## src/rtl/uart_boot_loader_if.sv

```systemverilog
// Byte-stream, response and SRAM write-port signals of the UART boot loader.
// The loader drives the master side; the UART and SRAM glue drive the slave side.
interface uart_boot_loader_if #(
  parameter int ADDR_W = 5
);
  logic [7:0]        rx_data;
  logic              rx_valid;
  logic              rx_ready;
  logic              rx_enable;
  logic [7:0]        tx_data;
  logic              tx_valid;
  logic              tx_ready;
  logic              tx_enable;
  logic              mem_cs;
  logic              mem_we;
  logic [ADDR_W-1:0] mem_addr;
  logic [31:0]       mem_wdata;
  logic              mem_ack;

  modport master (
    input  rx_data, rx_valid, tx_ready, mem_ack,
    output rx_ready, rx_enable, tx_data, tx_valid, tx_enable,
           mem_cs, mem_we, mem_addr, mem_wdata
  );

  modport slave (
    output rx_data, rx_valid, tx_ready, mem_ack,
    input  rx_ready, rx_enable, tx_data, tx_valid, tx_enable,
           mem_cs, mem_we, mem_addr, mem_wdata
  );
endinterface

```

## src/rtl/uart_boot_loader.sv

```systemverilog
// Frame loader: A5, word count, little-endian data words, 8-bit sum; writes SRAM
// from word 0, holds the core in reset until a good frame, answers ACK/NAK.
module uart_boot_loader #(
  parameter int         ADDR_W      = 5,
  parameter logic [7:0] HDR_BYTE    = 8'hA5,
  parameter logic [7:0] ACK_BYTE    = 8'h06,
  parameter logic [7:0] NAK_BYTE    = 8'h15,
  parameter int         TIMEOUT_CYC = 1_000_000
) (
  input  logic               clk,
  input  logic               rst_n,
  uart_boot_loader_if.master bus,
  output logic               cpu_rst,
  output logic               load_done,
  output logic               load_err
);
  localparam int CNT_W     = ADDR_W + 1;
  localparam int MAX_WORDS = 1 << ADDR_W;
  localparam int TMO_W     = $clog2(TIMEOUT_CYC + 1);

  typedef enum logic [2:0] {IDLE, LEN, DATA, WRITE, CSUM, RESP, RUN} state_t;

  state_t           state;
  logic [CNT_W-1:0] len;
  logic [CNT_W-1:0] idx;
  logic [1:0]       bcnt;
  logic [7:0]       csum;
  logic [TMO_W-1:0] tmo_cnt;
  logic [31:0]      wdata;
  logic [7:0]       tx_byte;
  logic             resp_ok;
  logic             consume;
  logic             counting;
  logic             timed_out;

  assign bus.rx_ready = (state == IDLE) || (state == LEN) || (state == DATA) || (state == CSUM);
  assign consume      = bus.rx_valid && bus.rx_ready;
  assign counting     = (state == LEN) || (state == DATA) || (state == CSUM);
  assign timed_out    = counting && !consume && (tmo_cnt == TMO_W'(TIMEOUT_CYC - 1));

  // Everything the outside world sees is decoded from registered state
  assign bus.rx_enable = (state != RUN);
  assign bus.tx_enable = 1'b1;
  assign bus.tx_valid  = (state == RESP);
  assign bus.tx_data   = tx_byte;
  assign bus.mem_cs    = (state == WRITE);
  assign bus.mem_we    = (state == WRITE);
  assign bus.mem_addr  = idx[ADDR_W-1:0];
  assign bus.mem_wdata = wdata;
  assign cpu_rst       = (state != RUN);
  assign load_done     = (state == RUN);

  always_ff @(posedge clk) begin
    if (!rst_n) begin
      state    <= IDLE;
      len      <= '0;
      idx      <= '0;
      bcnt     <= '0;
      csum     <= '0;
      tmo_cnt  <= '0;
      wdata    <= '0;
      tx_byte  <= '0;
      resp_ok  <= 1'b0;
      load_err <= 1'b0;
    end else begin
      load_err <= 1'b0;
      // Inter-byte timer: frozen outside LEN/DATA/CSUM, restarted by every byte
      if (consume)
        tmo_cnt <= '0;
      else if (counting)
        tmo_cnt <= tmo_cnt + 1'b1;

      case (state)
        IDLE: begin
          if (consume && bus.rx_data == HDR_BYTE)
            state <= LEN;
        end
        LEN: begin
          if (consume) begin
            idx  <= '0;
            bcnt <= '0;
            csum <= '0;
            if (int'(bus.rx_data) > MAX_WORDS) begin
              load_err <= 1'b1;
              tx_byte  <= NAK_BYTE;
              resp_ok  <= 1'b0;
              state    <= RESP;
            end else begin
              len   <= CNT_W'(bus.rx_data);
              state <= (bus.rx_data == 8'd0) ? CSUM : DATA;
            end
          end
        end
        DATA: begin
          if (consume) begin
            wdata[{bcnt, 3'b000} +: 8] <= bus.rx_data;
            csum <= csum + bus.rx_data;
            bcnt <= bcnt + 1'b1;
            if (bcnt == 2'd3)
              state <= WRITE;
          end
        end
        WRITE: begin
          if (bus.mem_ack) begin
            idx   <= idx + 1'b1;
            state <= (CNT_W'(idx + 1'b1) == len) ? CSUM : DATA;
          end
        end
        CSUM: begin
          if (consume) begin
            state <= RESP;
            if (bus.rx_data == csum) begin
              tx_byte <= ACK_BYTE;
              resp_ok <= 1'b1;
            end else begin
              load_err <= 1'b1;
              tx_byte  <= NAK_BYTE;
              resp_ok  <= 1'b0;
            end
          end
        end
        RESP: begin
          if (bus.tx_ready)
            state <= resp_ok ? RUN : IDLE;
        end
        RUN: state <= RUN;
        default: state <= IDLE;
      endcase

      // A stalled frame is rejected exactly like a bad one
      if (timed_out) begin
        load_err <= 1'b1;
        tx_byte  <= NAK_BYTE;
        resp_ok  <= 1'b0;
        tmo_cnt  <= '0;
        state    <= RESP;
      end
    end
  end
endmodule

```

## src/flat_wrapper.sv

```systemverilog
// flat-port wrapper written by rule: the top's interface ports become plain ports
module uart_boot_loader_flat 
#(
  parameter int         ADDR_W      = 5,
  parameter logic [7:0] HDR_BYTE    = 8'hA5,
  parameter logic [7:0] ACK_BYTE    = 8'h06,
  parameter logic [7:0] NAK_BYTE    = 8'h15,
  parameter int         TIMEOUT_CYC = 1_000_000
)
  (clk, rst_n, cpu_rst, load_done, load_err, bus_rx_data, bus_rx_valid, bus_tx_ready, bus_mem_ack, bus_rx_ready, bus_rx_enable, bus_tx_data, bus_tx_valid, bus_tx_enable, bus_mem_cs, bus_mem_we, bus_mem_addr, bus_mem_wdata);
  uart_boot_loader_if #(.ADDR_W(ADDR_W)) bus_i ();
  input  logic clk;
  input  logic rst_n;
  output logic cpu_rst;
  output logic load_done;
  output logic load_err;
  input wire logic [$bits(bus_i.rx_data)-1:0] bus_rx_data;
  input wire logic [$bits(bus_i.rx_valid)-1:0] bus_rx_valid;
  input wire logic [$bits(bus_i.tx_ready)-1:0] bus_tx_ready;
  input wire logic [$bits(bus_i.mem_ack)-1:0] bus_mem_ack;
  output wire logic [$bits(bus_i.rx_ready)-1:0] bus_rx_ready;
  output wire logic [$bits(bus_i.rx_enable)-1:0] bus_rx_enable;
  output wire logic [$bits(bus_i.tx_data)-1:0] bus_tx_data;
  output wire logic [$bits(bus_i.tx_valid)-1:0] bus_tx_valid;
  output wire logic [$bits(bus_i.tx_enable)-1:0] bus_tx_enable;
  output wire logic [$bits(bus_i.mem_cs)-1:0] bus_mem_cs;
  output wire logic [$bits(bus_i.mem_we)-1:0] bus_mem_we;
  output wire logic [$bits(bus_i.mem_addr)-1:0] bus_mem_addr;
  output wire logic [$bits(bus_i.mem_wdata)-1:0] bus_mem_wdata;
  assign bus_i.rx_data = bus_rx_data;
  assign bus_i.rx_valid = bus_rx_valid;
  assign bus_i.tx_ready = bus_tx_ready;
  assign bus_i.mem_ack = bus_mem_ack;
  assign bus_rx_ready = bus_i.rx_ready;
  assign bus_rx_enable = bus_i.rx_enable;
  assign bus_tx_data = bus_i.tx_data;
  assign bus_tx_valid = bus_i.tx_valid;
  assign bus_tx_enable = bus_i.tx_enable;
  assign bus_mem_cs = bus_i.mem_cs;
  assign bus_mem_we = bus_i.mem_we;
  assign bus_mem_addr = bus_i.mem_addr;
  assign bus_mem_wdata = bus_i.mem_wdata;
  uart_boot_loader #(.ADDR_W(ADDR_W), .HDR_BYTE(HDR_BYTE), .ACK_BYTE(ACK_BYTE), .NAK_BYTE(NAK_BYTE), .TIMEOUT_CYC(TIMEOUT_CYC)) u_core (.clk(clk), .rst_n(rst_n), .bus(bus_i), .cpu_rst(cpu_rst), .load_done(load_done), .load_err(load_err));
endmodule
```

## config.mk

```make
export PLATFORM = sky130hd
export DESIGN_NAME = uart_boot_loader_flat
export DESIGN_NICKNAME = d
export VERILOG_FILES = /design/src/rtl/uart_boot_loader_if.sv /design/src/rtl/uart_boot_loader.sv /design/src/flat_wrapper.sv
export SDC_FILE = /design/constraint.sdc
export NUM_CORES = 1
export LEC_CHECK = 0
export CORE_MARGIN = 5
export CORE_UTILIZATION = 35
export DETAILED_ROUTE_END_ITERATION = 8
export DONT_BUFFER_PORTS = 1
export SLEW_MARGIN = 20
export SYNTH_ARGS = -nofsm -noshare
export SYNTH_HDL_FRONTEND = slang
export SYNTH_SLANG_ARGS = --single-unit
```

## constraint.sdc

```tcl
create_clock -name clk -period 5.4 [get_ports clk]
set_clock_uncertainty 0.1 [all_clocks]
set_input_delay 0.54 -clock clk [delete_from_list [all_inputs] [get_ports clk]]
set_output_delay 0.54 -clock clk [all_outputs]
set_load 0.05 [all_outputs]
```

---- Word level (Yosys, flattened, before mapping) ----
Cells that the tools add are included.
word-level totals
  memories kept ........................... 0
  bits in latches ......................... 0
  bits in read-only memories .............. 0
  logic and storage cells ................. 116
  input port bits ......................... 13
  register bits ........................... 87
  RAM bits ................................ 0
cells by class
  $add $sub $neg .......................... 5
  bitwise logic cells ..................... 2
  div/mod/pow operators ................... 0
  shift-type cells ........................ 2
  mux-type cells .......................... 40
  multipliers ............................. 0
  $lt $le $gt $ge ......................... 1
  equality and inequality tests ........... 28
  reduce and logical (&&, ||, !) cells .... 26
operators by type and width
  operator                                              count
  two-way mux 8 bit                                     5
  two-way mux 3 bit                                     12
  bitwise mux 32 bit                                    1
  case mux 8 bit (2 select lines)                       2
  variable shift 8 x 7 -> 32 bit, first input constant  1
  variable part select 8 x 7 -> 32 bit                  1
  case mux 3 bit (7 select lines)                       1
  adder 20 x 1 -> 20 bit, second input constant         1
  equality test 20 bit, second input constant           1
  != test 3 x 2 -> 1 bit, second input constant         5
  AND reduction 7 bit                                   2
  two-way mux 6 bit                                     2
  case mux 6 bit (2 select lines)                       1
  two-way mux 5 bit                                     2
  != test 2 bit, second input constant                  5
  equality test 3 bit, second input constant            3
  two-way mux 1 bit                                     9
  != test 3 x 1 -> 1 bit, second input constant         3
  AND reduction 3 bit                                   3
  adder 8 bit                                           1
  equality test 8 bit                                   1
  equality test 8 bit, second input constant            1
  > comparator 8 x 6 -> 1 bit, second input constant    1
  zero test 8 bit                                       1
  23 further kinds                                      39

---- Depth between registers and ports, before layout ----
Gate-level depths: netlist (run 1).
  depth after elaboration ................. 10
  depth in mapped cells ................... 8
  gate-level depth less buffers ........... 8

---- Worst setup path before layout (run 1) ----
No wires, ideal clock.
  kind .................................... flip-flop to flip-flop
  start point ............................. register u_core.state[1]
  end point ............................... register u_core.tmo_cnt[6]
  arrival ................................. 2.242 ns
  data required time ...................... 5.178 ns
  buffers on the path ..................... 3
  library setup time ...................... 0.122 ns
  path slack .............................. 2.936 ns
  cell stages (with the launch flop) ...... 7
  cells stage by stage .................... dfxtp_1 buf_2 buf_2 o21ai_0 a21o_1 buf_4 a21oi_1
on the way
  word-level cells in the longest chain between the ends .. 9
ends and longest elaborated chain
  element                                                                 RTL line                 source
  from (decl)                                                             uart_boot_loader.sv:23   state_t state;
  from (signal assigned)                                                  uart_boot_loader.sv:90   state <= (bus.rx_data == 8'd0) ? CSUM : DATA;
  from (signal assigned)                                                  uart_boot_loader.sv:106  state <= (CNT_W'(idx + 1'b1) == len) ? CSUM : DATA;
  from (signal assigned)                                                  uart_boot_loader.sv:124  state <= resp_ok ? RUN : IDLE;
  equality test 3 x 1 -> 1 bit / zero test 3 bit (equally long branches)  uart_boot_loader.sv:36   assign bus.rx_ready = (state == IDLE) || (state == LEN) || (state == DATA) || (state == CSUM);
  logical OR 1 bit (2 in series)                                          uart_boot_loader.sv:36
  logical OR 1 bit *                                                      uart_boot_loader.sv:36
  named net bus_rx_ready                                                  flat_wrapper.sv:21       output wire logic [$bits(bus_i.rx_ready)-1:0] bus_rx_ready;
  logical AND 1 bit *                                                     uart_boot_loader.sv:37   assign consume = bus.rx_valid && bus.rx_ready;
  zero test 1 bit                                                         uart_boot_loader.sv:39   assign timed_out = counting && !consume && (tmo_cnt == TMO_W'(TIMEOUT_CYC - 1));
  logical AND 1 bit (2 in series)                                         uart_boot_loader.sv:39
  OR reduction 3 bit (no source line) *                                   --
  to (signal assigned)                                                    uart_boot_loader.sv:71   tmo_cnt <= tmo_cnt + 1'b1;
  to (decl)                                                               uart_boot_loader.sv:28   logic [TMO_W-1:0] tmo_cnt;
Mark *: on every way through the listed nets, which the timed path passes. The rest lies on a longest branch.
A chain may end at the register's enable or synchronous reset.

---- Worst setup path after layout (run 1) ----
  start point ............................. register u_core.state[1]
  end point ............................... output port load_done
on the way
  word-level cells in the longest chain between the ends .. 1
ends and longest elaborated chain
  element              RTL line                source
  equality test 3 bit  uart_boot_loader.sv:51  assign load_done = (state == RUN);
  to (decl)            flat_wrapper.sv:15      output logic load_done;
Every way passes these cells.

==> impl_metrics.toml, run 1 <==
[outcome]
status = "complete, no violations"

[setup_path]
critPathMaxFanout = 24
r2r-start = "u_core.state[0]$_SDFFE_PN0P_"
cp.required_ns = 4.76
r2r_slack_ns = 2.43
crit_path_end_kind = "output port"
startpoint = "u_core.state[1]$_SDFFE_PP0P_"
arrival_ns = 2.61
worstSetupPathType = "flop to output port"
start_kind = "flop"

[global_routing]
grt-ovfl-total = 0
grt_max_degree = 66
first_global_vias = 3332
antenna_found_initial = 0
grt_pass1_wl_um = 17000
gr-usage-all-layers_pct = 14.7

[finish]
layout.area.seq_um2 = 1620
area_growth_pct = 7.27
final_cell_mix = "dfxtp_1, nand2_1, nand3_1, nor2_1, a21boi_0"
layout-drive-gt1-share_pct = 5.13
fillerInstances = 1244
layout_commonest_cell = "dfxtp_1"
antenna_cells = 0
layout.nets = 512
fin_cells = 655
multi_input_area_um2 = 2470

[place]
io_buffers = 0
preCtsSetupSlack_ns = 2.44
place_hpwl_um = 7130
routabilityCongestion = 0.827
placed_cells = 640

[power]
peakVddDrop_mv = 0.187
total_power_w = 0.00158
power_density_nw_per_um2 = 341
p_leak_nw = 1.62

[yosys]
synth.largest_area_cell = "dfxtp_1"
synth_edf_count = 0
ys_types = 63
synth.top_cell.area_share_pct = 37.4
netlist_area_um2 = 4340
syn_inst = 510
synthArstFlopShare_pct = 0
ys_warn_count = 0
syn_area_per_cell_um2 = 8.51
synth-main-ff-cell = "dfxtp_1"
synth_top_cells_by_area = "dfxtp_1, a21boi_0, nand2_1"
yosysSeqAreaShare_pct = 37.4
ys_ff_latch = 81

[timing]
worst_pin_slew_ns = 1.04
rsz0062_at_grt = "no"
hold_slack_ns = 0.237
finalHoldViolCount = 0
period_needed_ns = 3.25
fin_crit_sh_pct = 60.2
finalSetupTns_ns = 0
setup_ws_ns = 2.15
timing.slew.headroom_pct = 30.8
setup_viol = 0
drv_slew = 0
fmax_mhz = 307

[cts]
ctsRootBufferMaster = "clkbuf_16"
clk_latency_ns = 0.34
cts_tree = "done"
numCtsBuffers = 9
clk_pin_slew_ns = 0.06
cts_max_path_buffers = 2
cts_setup_buffers = 0
clkSinkCount = 81
htree_levels = 3
ctsHoldBuffers = 0
post_cts_resized = 0

[route]
wl_per_cell_um = 15.8
via_per_inst = 5.18
dr.first_iter.drc_count = 135
vias = 3390
routed_wl_um = 10400
dr.pass1.iters = 4
ant_nets = 0
drc = 0

[die]
num_rows = 40
fp.dieH_um = 121
start_util_pct = 36.0
core_um2 = 12100
dieArea_um2 = 14700
io_pins = 67
die_x_um = 121

[worst_hold_path]
worstHoldPathType = "primary input to flop"
min_from = "rst_n"

[job]
cap_violations = 0
layer usage:
layer | vias to the layer above | part of all wire (%) | track usage [%]
li1 | 1704 | - | -
met1 | 1607 | 43 | 16.7
met2 | 65 | 48 | 24.6
met3 | 14 | 7.6 | 6.15
met4 | 0 | 1.7 | 5.18
met5 | - | 0 | 0
kinds of logic (layout without fill, tap and decap cells):
family                   after synthesis  after routing  synth area share (%)
AO/OA/AOI/OAI                         97             97                  16.6
adder cells (fa/ha/maj)               16             16                  4.79
XOR/XNOR                              33             33                  6.66
flip-flops                            81             81                  37.4
other                                  2              5                 0.173
AND/OR/NAND/NOR                      222            222                  26.4
buffers and inverters                 50             24                  5.97
multiplexers                           9              9                  2.08
worst paths after layout:
kind | endpoint | cells past startpoint
hold / removal | u_core.bus.tx_data[2]$_SDFFE_PN0P_ | 1
hold reg to reg | u_core.tmo_cnt[1]$_SDFFE_PP0N_ | 2
setup reg to reg | u_core.idx[4]$_SDFFE_PN0P_ | 5
setup / recovery | load_done | 2
cell type report:
| cell class | instances | area share [%] |
|---|---|---|
| clock buffers | 9 | 4.84 |
| clock inverters | 6 | 1.94 |
| inverters | 9 | 0.726 |
| multi-input cells | 382 | 53.1 |
| flip-flops and latches | 81 | 34.8 |
| well taps | 168 | 4.52 |
synthesized netlist by cell type (4+ instances only):
library cell,count
buf_2,8
nor3b_1,6
nor2b_1,16
o21a_1,4
a21oi_1,12
nand3b_1,5
a21o_1,4
xnor2_1,14
buf_4,16
nand2b_1,6
and2_1,10
clkbuf_1,15
o21ai_0,10
or3_1,4
a21boi_0,35
inv_1,9
and3_1,5
ha_1,15
nor2_1,37
nand2_1,59
nand3_1,44
nor3_1,6
mux2i_1,9
a22oi_1,7
nor4_1,6
xor2_1,19
dfxtp_1,81
flip-flops by register name (all words and copies together) (netlist names), 2 cells and up:
name / flops
u_core.bcnt: 2
u_core.bus.mem_wdata: 32
u_core.bus.tx_data: 2
u_core.csum: 8
u_core.idx: 6
u_core.len: 6
u_core.state: 3
u_core.tmo_cnt: 20
through the flow:
stage	instance area, um^2	util, %
6_report	4650	38.6
5_1_grt	4650	38.6
4_1_cts	4650	38.6
3_5_place_dp	4340	35.9
3_3_place_gp	4340	35.9
2_1_floorplan	4350	-
power by group:
group	internal, W	leakage, nW	switching, W
Clock	0.000405	0.152	0.000251
Combinational	0.0000998	0.816	0.000142
Sequential	0.000616	0.653	0.0000719
worst max-delay path, cell delays in order (launching register included):
cell     delay (ns)
dfxtp_1        0.81
nand2_1        0.82
inv_1          0.63
No activity file was read; power rests on OpenSTA's default activity.
==> inputs of run 2 (changes only) <==
==> constraint.sdc (replaced) <==
create_clock -name clk -period 2.9 [get_ports clk]
set_clock_uncertainty 0.1 [all_clocks]
set_input_delay 0.29 -clock clk [delete_from_list [all_inputs] [get_ports clk]]
set_output_delay 0.29 -clock clk [all_outputs]
set_load 0.05 [all_outputs]
==> impl_metrics.toml, run 2 (synthesis gave the netlist of run 1 again) <==
[cts]
htree_levels = 3
ctsRootBufferMaster = "clkbuf_16"
clk_pin_slew_ns = 0.06
cts_setup_buffers = 0
clkSinkCount = 81
numCtsBuffers = 9
cts_tree = "done"
clk_latency_ns = 0.34
cts_max_path_buffers = 2

[place]
io_buffers = 0
place_hpwl_um = 7200
placed_cells = 653
routabilityCongestion = 0.816
placed_cell_area_um2 = 4430

[route]
ant_nets = 0
routed_wl_um = 10800
dr.pass1.iters = 4
wl_per_cell_um = 16.0
via_per_inst = 5.09
vias = 3443
dr.first_iter.drc_count = 211
drc = 0

[finish]
final_cell_mix = "dfxtp_1, nand2_1, nand3_1, nor2_1, a21boi_0"
layout.nets = 532
fin_cells = 676
fillerInstances = 1219
layout_commonest_cell = "dfxtp_1"
layout-drive-gt1-share_pct = 7.48
antenna_cells = 0
largest_register_ffs = 32
area_growth_pct = 10.3
postLayoutCellArea_um2 = 4790

[timing]
setup_viol = 0
finalHoldViolCount = 0
timing.slew.headroom_pct = 33.5
period_needed_ns = 2.58
drv_slew = 0
fmax_mhz = 388
worst_pin_slew_ns = 0.996
hold_slack_ns = 0.00534
rsz0062_at_grt = "no"
fin_crit_sh_pct = 88.9
finalSetupTns_ns = 0

[global_routing]
grt-ovfl-total = 0
grt_max_degree = 38
first_global_vias = 3439
grt_pass1_wl_um = 17600
grt_use_met1_pct = 17.9
grtUsageMet2_pct = 25.5
antenna_found_initial = 0
gr-usage-all-layers_pct = 15.0
grt.met3_usage_pct = 5.64
gr-max-usage-layer = "met2"

[power]
p_clk_share_pct = 37.8
power_switching_w = 0.000870
p_int_w = 0.00196
p_comb_share_pct = 17.9
seqPwrFrac_pct = 44.4
total_power_w = 0.00283
p_leak_nw = 1.71
switching_share_pct = 30.8
power_density_nw_per_um2 = 591
peakVddDrop_mv = 0.334

[setup_path]
worstSetupPathType = "flop to flop"
crit_path_end_kind = "flop"
critPathMaxFanout = 20
cp.required_ns = 3.08
critical-path-max-stage-delay_ns = 0.57
cp_slowest_cell = "dlygate4sd3_1"
arrival_ns = 2.76
crit_chain = "nor2_1 > and3_2 > and2_1 > nand3_1 > a21boi_0 > dlygate4sd3_1"
start_kind = "flop"

[die]
fp.dieH_um = 121
die_x_um = 121
dieArea_um2 = 14700
start_util_pct = 36.0
core_um2 = 12100
num_rows = 40
io_pins = 67

[worst_hold_path]
worstHoldPathType = "primary input to flop"

[job]
cap_violations = 0

[outcome]
status = "complete, no violations"
run 2: metrics by stage:
stage                     utilization, %  worst slack, ns
after floorplan                        -            0.436
after global placement              36.8            0.603
after detailed placement            36.8            0.498
after CTS                           39.5            0.115
after global routing                39.7           0.0889
final                               39.7            0.321
run 2: final cells by class:
class / instances / area [um^2] / area share [%]
Multi-Input combinational cell: 382 / 2470 / 51.6
Timing Repair Buffer: 20 / 168 / 3.50
Tap cell: 168 / 210 / 4.39
Sequential cell: 81 / 1620 / 33.9
Clock buffer: 11 / 243 / 5.07
Clock inverter: 5 / 38.8 / 0.810
Inverter: 9 / 33.8 / 0.706
run 2: power groups by stage:
stage               Combinational (W)  Clock, W  Sequential (W)
finish                       0.000505   0.00107         0.00125
global route                 0.000562   0.00115         0.00126
CTS                          0.000502   0.00109         0.00126
detailed placement           0.000487         0         0.00128
global placement             0.000479         0         0.00128
floorplan                    0.000466         0         0.00124
run 2: what timing repair did:
item / in CTS / in global routing
endpoints found under the setup margin: 0 / 1
resized for setup: 0 / 1
hold buffers: 5 / 2
hold endpoints to repair: 25 / 6
run 2: worst max-delay path: cells and delay by family, from the launching register on:
kind | cells | cell delay (ns)
AND/OR/NAND/NOR | 4 | 1.21
buffers and inverters | 1 | 0.57
flip-flops | 1 | 0.47
AO/OA/AOI/OAI | 1 | 0.17
run 2: routing by layer:
layer | vias to the layer above | wire length, um
li1 | 1752 | -
met1 | 1619 | 4780
met2 | 65 | 5230
met5 | - | 0
met3 | 7 | 713
met4 | 0 | 64
run 2: worst paths after layout:
path | from | end | slack [ns] | cells after the start
setup / recovery | u_core.state[0]$_SDFFE_PN0P_ | u_core.bus.mem_wdata[9]$_SDFFE_PN0P_ | 0.32 | 6
hold / removal | bus_rx_data[1] | u_core.bus.mem_wdata[17]$_SDFFE_PN0P_ | 0.005 | 2
setup reg to reg | u_core.state[0]$_SDFFE_PN0P_ | u_core.bus.mem_wdata[9]$_SDFFE_PN0P_ | 0.32 | 6
hold reg to reg | u_core.tmo_cnt[1]$_SDFFE_PP0N_ | u_core.tmo_cnt[1]$_SDFFE_PP0N_ | 0.38 | 2
==> inputs of run 3 (changes only) <==
--- a/config.mk
+++ b/config.mk
@@ -9,6 +9,7 @@
 export CORE_UTILIZATION = 35
 export DETAILED_ROUTE_END_ITERATION = 8
 export DONT_BUFFER_PORTS = 1
+export SKIP_LAST_GASP = 1
 export SLEW_MARGIN = 20
 export SYNTH_ARGS = -nofsm -noshare
 export SYNTH_HDL_FRONTEND = slang
==> results of run 3 <==
The final DEF is identical to that of run 2; final timing and power are the same.
